## src/rtl/program_loader_if.sv

```systemverilog
// rtl/program_loader_if.sv - byte stream in, instruction memory write port out
//
// Purpose: groups the loader's inbound byte stream handshake and its
// instruction memory write port.
// Signals:
//   in_valid        stream byte valid (source -> loader)
//   in_byte         stream byte, 8 bits (source -> loader)
//   in_ready        loader accepts a byte this cycle (loader -> source)
//   im_write_enable one-cycle instruction memory write strobe (loader -> memory)
//   im_address      word-aligned byte address of the write, 32 bits
//   im_write_data   instruction word, 32 bits
// Modports: master = stream source / memory side, slave = loader side.
interface program_loader_if;
    logic        in_valid;
    logic [7:0]  in_byte;
    logic        in_ready;
    logic        im_write_enable;
    logic [31:0] im_address;
    logic [31:0] im_write_data;

    modport master (
        output in_valid, in_byte,
        input  in_ready, im_write_enable, im_address, im_write_data
    );

    modport slave (
        input  in_valid, in_byte,
        output in_ready, im_write_enable, im_address, im_write_data
    );
endinterface

```

## src/rtl/program_loader.sv

```systemverilog
// rtl/program_loader.sv - boot loader packing a byte stream into instruction memory
//
// Purpose: receives a frame of a 16-bit word count N followed by N big-endian
// 32-bit words, writes each word to consecutive word addresses of the
// instruction memory and holds the CPU in reset until the load completes.
// Ports:
//   clock     in   system clock, rising edge
//   reset     in   asynchronous active-high reset
//   bus       slave modport of program_loader_if (byte stream + memory write)
//   cpu_hold  out  1 = keep CPU in reset, 0 = CPU may run
//   done      out  load completed (sticky until reset)
//   error     out  word count exceeded memory depth (sticky until reset)
module program_loader #(
    parameter int INSTR_MEM_SIZE = 32
) (
    input  logic             clock,
    input  logic             reset,
    program_loader_if.slave  bus,
    output logic             cpu_hold,
    output logic             done,
    output logic             error
);

    typedef enum logic [2:0] {
        COUNT_HI,
        COUNT_LO,
        WORD,
        WRITE,
        DONE,
        ERROR
    } state_t;

    localparam logic [15:0] MEM_WORDS = 16'(INSTR_MEM_SIZE);

    state_t      state;
    logic [15:0] count;
    logic [15:0] index;
    logic [1:0]  byte_cnt;
    logic [23:0] partial;      // first three bytes of the word being assembled
    logic        accept;
    logic [15:0] count_full;

    // Ready is combinational so the source sees it the very cycle the FSM
    // returns to an accepting state; reset forces it low.
    assign bus.in_ready = ~reset &
                          ((state == COUNT_HI) || (state == COUNT_LO) || (state == WORD));
    assign accept       = bus.in_valid & bus.in_ready;
    assign count_full   = {count[15:8], bus.in_byte};

    always_ff @(posedge clock or posedge reset) begin
        if (reset) begin
            state               <= COUNT_HI;
            count               <= '0;
            index               <= '0;
            byte_cnt            <= '0;
            partial             <= '0;
            bus.im_write_enable <= 1'b0;
            bus.im_address      <= '0;
            bus.im_write_data   <= '0;
            cpu_hold            <= 1'b1;
            done                <= 1'b0;
            error               <= 1'b0;
        end else begin
            bus.im_write_enable <= 1'b0;
            case (state)
                COUNT_HI: begin
                    if (accept) begin
                        count[15:8] <= bus.in_byte;
                        state       <= COUNT_LO;
                    end
                end
                COUNT_LO: begin
                    if (accept) begin
                        count[7:0] <= bus.in_byte;
                        index      <= '0;
                        byte_cnt   <= '0;
                        if (count_full == 16'd0) begin
                            state    <= DONE;
                            done     <= 1'b1;
                            cpu_hold <= 1'b0;
                        end else if (count_full > MEM_WORDS) begin
                            state <= ERROR;
                            error <= 1'b1;
                        end else begin
                            state <= WORD;
                        end
                    end
                end
                WORD: begin
                    if (accept) begin
                        byte_cnt <= byte_cnt + 2'd1;
                        if (byte_cnt == 2'd3) begin
                            // Fourth byte completes the word; strobe next cycle.
                            bus.im_write_enable <= 1'b1;
                            bus.im_address      <= {14'd0, index, 2'b00};
                            bus.im_write_data   <= {partial, bus.in_byte};
                            state               <= WRITE;
                        end else begin
                            partial <= {partial[15:0], bus.in_byte};
                        end
                    end
                end
                WRITE: begin
                    index <= index + 16'd1;
                    if (index == count - 16'd1) begin
                        state    <= DONE;
                        done     <= 1'b1;
                        cpu_hold <= 1'b0;
                    end else begin
                        state <= WORD;
                    end
                end
                DONE, ERROR: begin
                    // Terminal until reset.
                end
                default: state <= COUNT_HI;
            endcase
        end
    end

endmodule

```

## src/flat_wrapper.sv

```systemverilog
// flat-port wrapper written by rule: the top's interface ports become plain ports
module program_loader_flat 
#(
    parameter int INSTR_MEM_SIZE = 32
)
  (clock, reset, cpu_hold, done, error, bus_in_valid, bus_in_byte, bus_in_ready, bus_im_write_enable, bus_im_address, bus_im_write_data);
  program_loader_if bus_i ();
  input  logic clock;
  input  logic reset;
  output logic cpu_hold;
  output logic done;
  output logic error;
  input wire logic [$bits(bus_i.in_valid)-1:0] bus_in_valid;
  input wire logic [$bits(bus_i.in_byte)-1:0] bus_in_byte;
  output wire logic [$bits(bus_i.in_ready)-1:0] bus_in_ready;
  output wire logic [$bits(bus_i.im_write_enable)-1:0] bus_im_write_enable;
  output wire logic [$bits(bus_i.im_address)-1:0] bus_im_address;
  output wire logic [$bits(bus_i.im_write_data)-1:0] bus_im_write_data;
  assign bus_i.in_valid = bus_in_valid;
  assign bus_i.in_byte = bus_in_byte;
  assign bus_in_ready = bus_i.in_ready;
  assign bus_im_write_enable = bus_i.im_write_enable;
  assign bus_im_address = bus_i.im_address;
  assign bus_im_write_data = bus_i.im_write_data;
  program_loader #(.INSTR_MEM_SIZE(INSTR_MEM_SIZE)) u_core (.clock(clock), .reset(reset), .bus(bus_i), .cpu_hold(cpu_hold), .done(done), .error(error));
endmodule
```

## config.mk

```make
export PLATFORM = sky130hd
export DESIGN_NAME = program_loader_flat
export DESIGN_NICKNAME = d
export VERILOG_FILES = /design/src/rtl/program_loader_if.sv /design/src/rtl/program_loader.sv /design/src/flat_wrapper.sv
export SDC_FILE = /design/constraint.sdc
export NUM_CORES = 1
export LEC_CHECK = 0
export CORE_AREA = 2 2 106 108
export CTS_CLUSTER_SIZE = 10
export DETAILED_ROUTE_END_ITERATION = 8
export DIE_AREA = 0 0 108 110
export GPL_TIMING_DRIVEN = 0
export PLACE_DENSITY = 0.81
export SETUP_SLACK_MARGIN = 0.05
export SLEW_MARGIN = 5
export SYNTH_ARGS = -nofsm -noshare
export SYNTH_HDL_FRONTEND = slang
export SYNTH_SLANG_ARGS = --single-unit
```

## constraint.sdc

```tcl
create_clock -name clock -period 3.44 [get_ports clock]
set_input_delay 0.516 -clock clock [delete_from_list [all_inputs] [get_ports clock]]
set_output_delay 0.516 -clock clock [all_outputs]
set_load 0.1 [all_outputs]
```

==> impl_summary.md <==
CTS
The number of instances resized during post-cts repair is 0. The clock reaches the later pin of the worst-skew pair after 0.52 ns. The count of clock tree sinks is roughly 110. Clock-pin slew was measured on the worst setup and hold paths at approximately 0.06 ns. In this run, post-CTS hold repair placed 0 buffers.

The clock tree from TritonCTS is done. The H-tree level count is 4. The worst-case clock buffer depth is 2. CTS placed an instance of sky130_fd_sc_hd__clkbuf_8 at the clock tree root. The total clock buffers created by CTS is 17. Buffers added to address setup during post-CTS repair amount to 0.

Placed design
The number of instances in the placed design is between 600 and 700. The weighted congestion reported at the end of routability-driven placement is 0.849. Once detailed placement completed, the half-perimeter wirelength came to approximately 8400 µm.

During placement, the flow inserted port buffers numbering 63.

Routing
The detail route stage leaves a number of antenna-violating nets equal to 0. Dividing the detail-routed via count by the number of cells gives 5.39. The routed wire length is around 12000 µm. Dividing the detail-routed wire length by the instance count gives approximately 17 µm. The number of optimization iterations in the first detailed-route pass is 4. The iteration-0 DRC count of the detailed router is approximately 170. For this run, design rule violations remaining after detail routing come to 0.

The total via count in the routed design is between 3k and 4k.

Run
Across the run, the number of max-cap violations was 0.

Timing
Of the available clock period, the critical path in the final layout requires 0.905. For this run, the top clock speed supported by timing is about 320 MHz. In the final timing run, aggregate negative setup slack is 0 ns. Measured against its own limit, the worst slew margin works out to 0.326.

The max-slew violation total from the final report is 0. The actual slew at the worst max-slew pin is roughly 1.0 ns. Counting I/O delays and the setup requirement, the final critical path takes 3.11 ns. Setup violations remaining at the end of the flow were counted as 0. The largest clock skew in the final design is just under 0.006 ns. The number of failing hold endpoints at the final stage is 0. The smallest hold slack is roughly 0.47 ns.

Setup repair after global routing left no endpoint under its margin.

Global routing
The total overflow left after global routing is 0. The number of antenna violations at the first check in global routing was 0. The overall routing resource usage is 0.212. The largest net degree at the start of global routing is 44. The wire length of the first global-routing pass is 18900 µm. The via count of the first global-routing pass is roughly 3.7k.

Critical path
The depth of the worst register-to-register path is 7. The kind of end point of the critical path is an output port. The worst register-to-register path begins at u_core.count[0]$_DFFE_PP0P_.

The worst setup path is launched from a register. In this run the worst path has a maximum fanout of 10. The classification of the worst setup path is register to output port. The flop-to-flop setup slack is between 0.9 and 1 ns.

For the worst setup path, the data arrival time is between 2 and 3 ns. The end of the worst register-to-register path is u_core.state[1]$_DFFE_PP0P_. STA puts the critical path data required time at around 2.9 ns.

Floorplan
Pin placement for this block handled 80 I/O pins. For this configuration, the core starts out at a cell density of 0.485. The core region is around 11000 µm². The area enclosed by the die boundary is ~12000 µm². The die extent in y is between 100 and 150 µm. The width of the chip is 108 µm.

The floorplan has 38 rows.

Layout
The number of antenna diodes in the final layout is 0. Compared with the post-synthesis result, the final layout area differs by 28.9%. The final design utilization is 0.626. Leaving out fill and tap cells, the most frequent cells in the layout are sky130_fd_sc_hd__dfrtp_1, sky130_fd_sc_hd__mux2_2, sky130_fd_sc_hd__clkdlybuf4s50_1. The count of placed standard cells in the final layout, fillers left out is between 600 and 700. Fill cells in the final layout number between 800 and 900. Of the cells placed in the final design, the portion with a size suffix greater than 1 is 0.262. The net count reported at finish is between 500 and 600. The most common cell after layout, fill and taps aside is sky130_fd_sc_hd__dfrtp_1.

Synth
Synthesis inferred roughly 110 register bits. The cell type with the highest aggregate area in the netlist is sky130_fd_sc_hd__dfrtp_1. The share of synthesized flip-flops with an asynchronous set or reset is 1.00.

Of the synthesized area, sequential elements account for 0.545. The unique cell type count in the Yosys netlist is 56. The number of enable-type register cells in the synthesized netlist is 0.

The cell count after synthesis came out at 426. Summing every instance area after synthesis gives roughly 5200 µm². During synthesis, Yosys emitted a total of 0 warnings. The mean instance size in the synthesized netlist is roughly 12 µm². The share of synthesized area in the top cell type comes to 0.540. For this run, the leading register cell type out of synthesis is sky130_fd_sc_hd__dfrtp_1. By area the synthesized netlist is led by sky130_fd_sc_hd__dfrtp_1, sky130_fd_sc_hd__mux2_2, sky130_fd_sc_hd__buf_4, sky130_fd_sc_hd__o21ai_0, sky130_fd_sc_hd__xnor2_1.

Hold path
Counting instances, the worst hold path has a depth of 1. The end of the worst hold path is u_core.done$_DFFE_PP0P_. The class of the worst hold path is register to register. In this run the most critical hold path is launched from u_core.done$_DFFE_PP0P_.

Status
The flow ran to the end, and the final reports show no timing, DRC or antenna violations.
## metal layers
metal	global-route usage	part of all wire
met3	0.0611	0.053
met1	0.263	0.42
met2	0.352	0.51
met4	0.0879	0.021
met5	0	0
## registers in the layout, summed over array words and instances (netlist names)
| register | count |
|---|---|
| u_core.bus.im_address | 16 |
| u_core.bus.im_write_data | 32 |
| u_core.bus.im_write_enable | 1 |
| u_core.byte_cnt | 2 |
| u_core.count | 16 |
| u_core.cpu_hold | 1 |
| u_core.done | 1 |
| u_core.error | 1 |
| u_core.index | 16 |
| u_core.partial | 24 |
| u_core.state | 3 |
## worst max-delay path by stage
stage / startpoint / end / slack, ns
final: u_core.state[1]$_DFFE_PP0P_ / bus_in_ready / 0.33
after detailed placement: reset / bus_in_ready / 0.51
after floorplan: u_core.state[1]$_DFFE_PP0P_ / bus_in_ready / 1.01
after global placement: reset / u_core.bus.im_address[12]$_DFFE_PP0P_ / 0.46
after CTS: u_core.state[1]$_DFFE_PP0P_ / bus_in_ready / 0.30
after global routing: u_core.state[1]$_DFFE_PP0P_ / bus_in_ready / 0.21
## critical path: stages (launching register included)
cell and delay (ns):
sky130_fd_sc_hd__dfrtp_1 0.40, sky130_fd_sc_hd__buf_1 0.25, sky130_fd_sc_hd__a211oi_2 0.27, sky130_fd_sc_hd__clkdlybuf4s50_1 1.16
## cell families (layout without fill, tap and decap cells)
logic type / after synthesis / after routing / share of synthesized area
AOI/OAI and AO/OA: 60 / 60 / 0.0749
xor gates and xnor gates: 18 / 18 / 0.0304
adders and majority gates: 3 / 3 / 0.00723
buffers and inverters: 42 / 139 / 0.0438
DFF: 113 / 113 / 0.545
muxes: 90 / 90 / 0.194
other: 1 / 16 / 0.000722
and+or+nand+nor: 99 / 99 / 0.104
## cell type report
| type | instances | area (µm²) | area share |
|---|---|---|---|
| tap | 140 | 175 | 0.0262 |
| sequential | 113 | 2830 | 0.422 |
| clock buffer | 19 | 442 | 0.0660 |
| inverter | 11 | 45.0 | 0.00673 |
| multi-input combinational | 286 | 2200 | 0.328 |
| timing repair buffer | 65 | 671 | 0.100 |
| clock inverter | 13 | 150 | 0.0224 |
| buffer | 31 | 186 | 0.0278 |
## metrics by stage
step	setup slack, ns	area [µm²]
3_3_place_gp	0.462	6060
2_1_floorplan	1.01	5260
4_1_cts	0.304	6700
3_5_place_dp	0.511	6100
6_report	0.327	6700
5_1_grt	0.206	6700
## Yosys cell counts, drive strengths merged, types with 2 or more instances
master and instances:
a211oi 2, o21ai 22, nand2 25, or3 3, nor3b 2, a21oi 11, o211a 2, ha 3
a22o 2, dfrtp 112, o41ai 2, nor4 3, a31oi 3, a211o 3, nor2b 2, mux2 85
buf 22, nand4 5, nor2 11, nand3 19, mux2i 5, and3 7, xor2 7, or4 2
inv 11, clkbuf 9, xnor2 11, nor3 14, o21bai 2
Power is not shown: default switching activity piles up to over one toggle a cycle in this logic, so the estimate is an artifact.
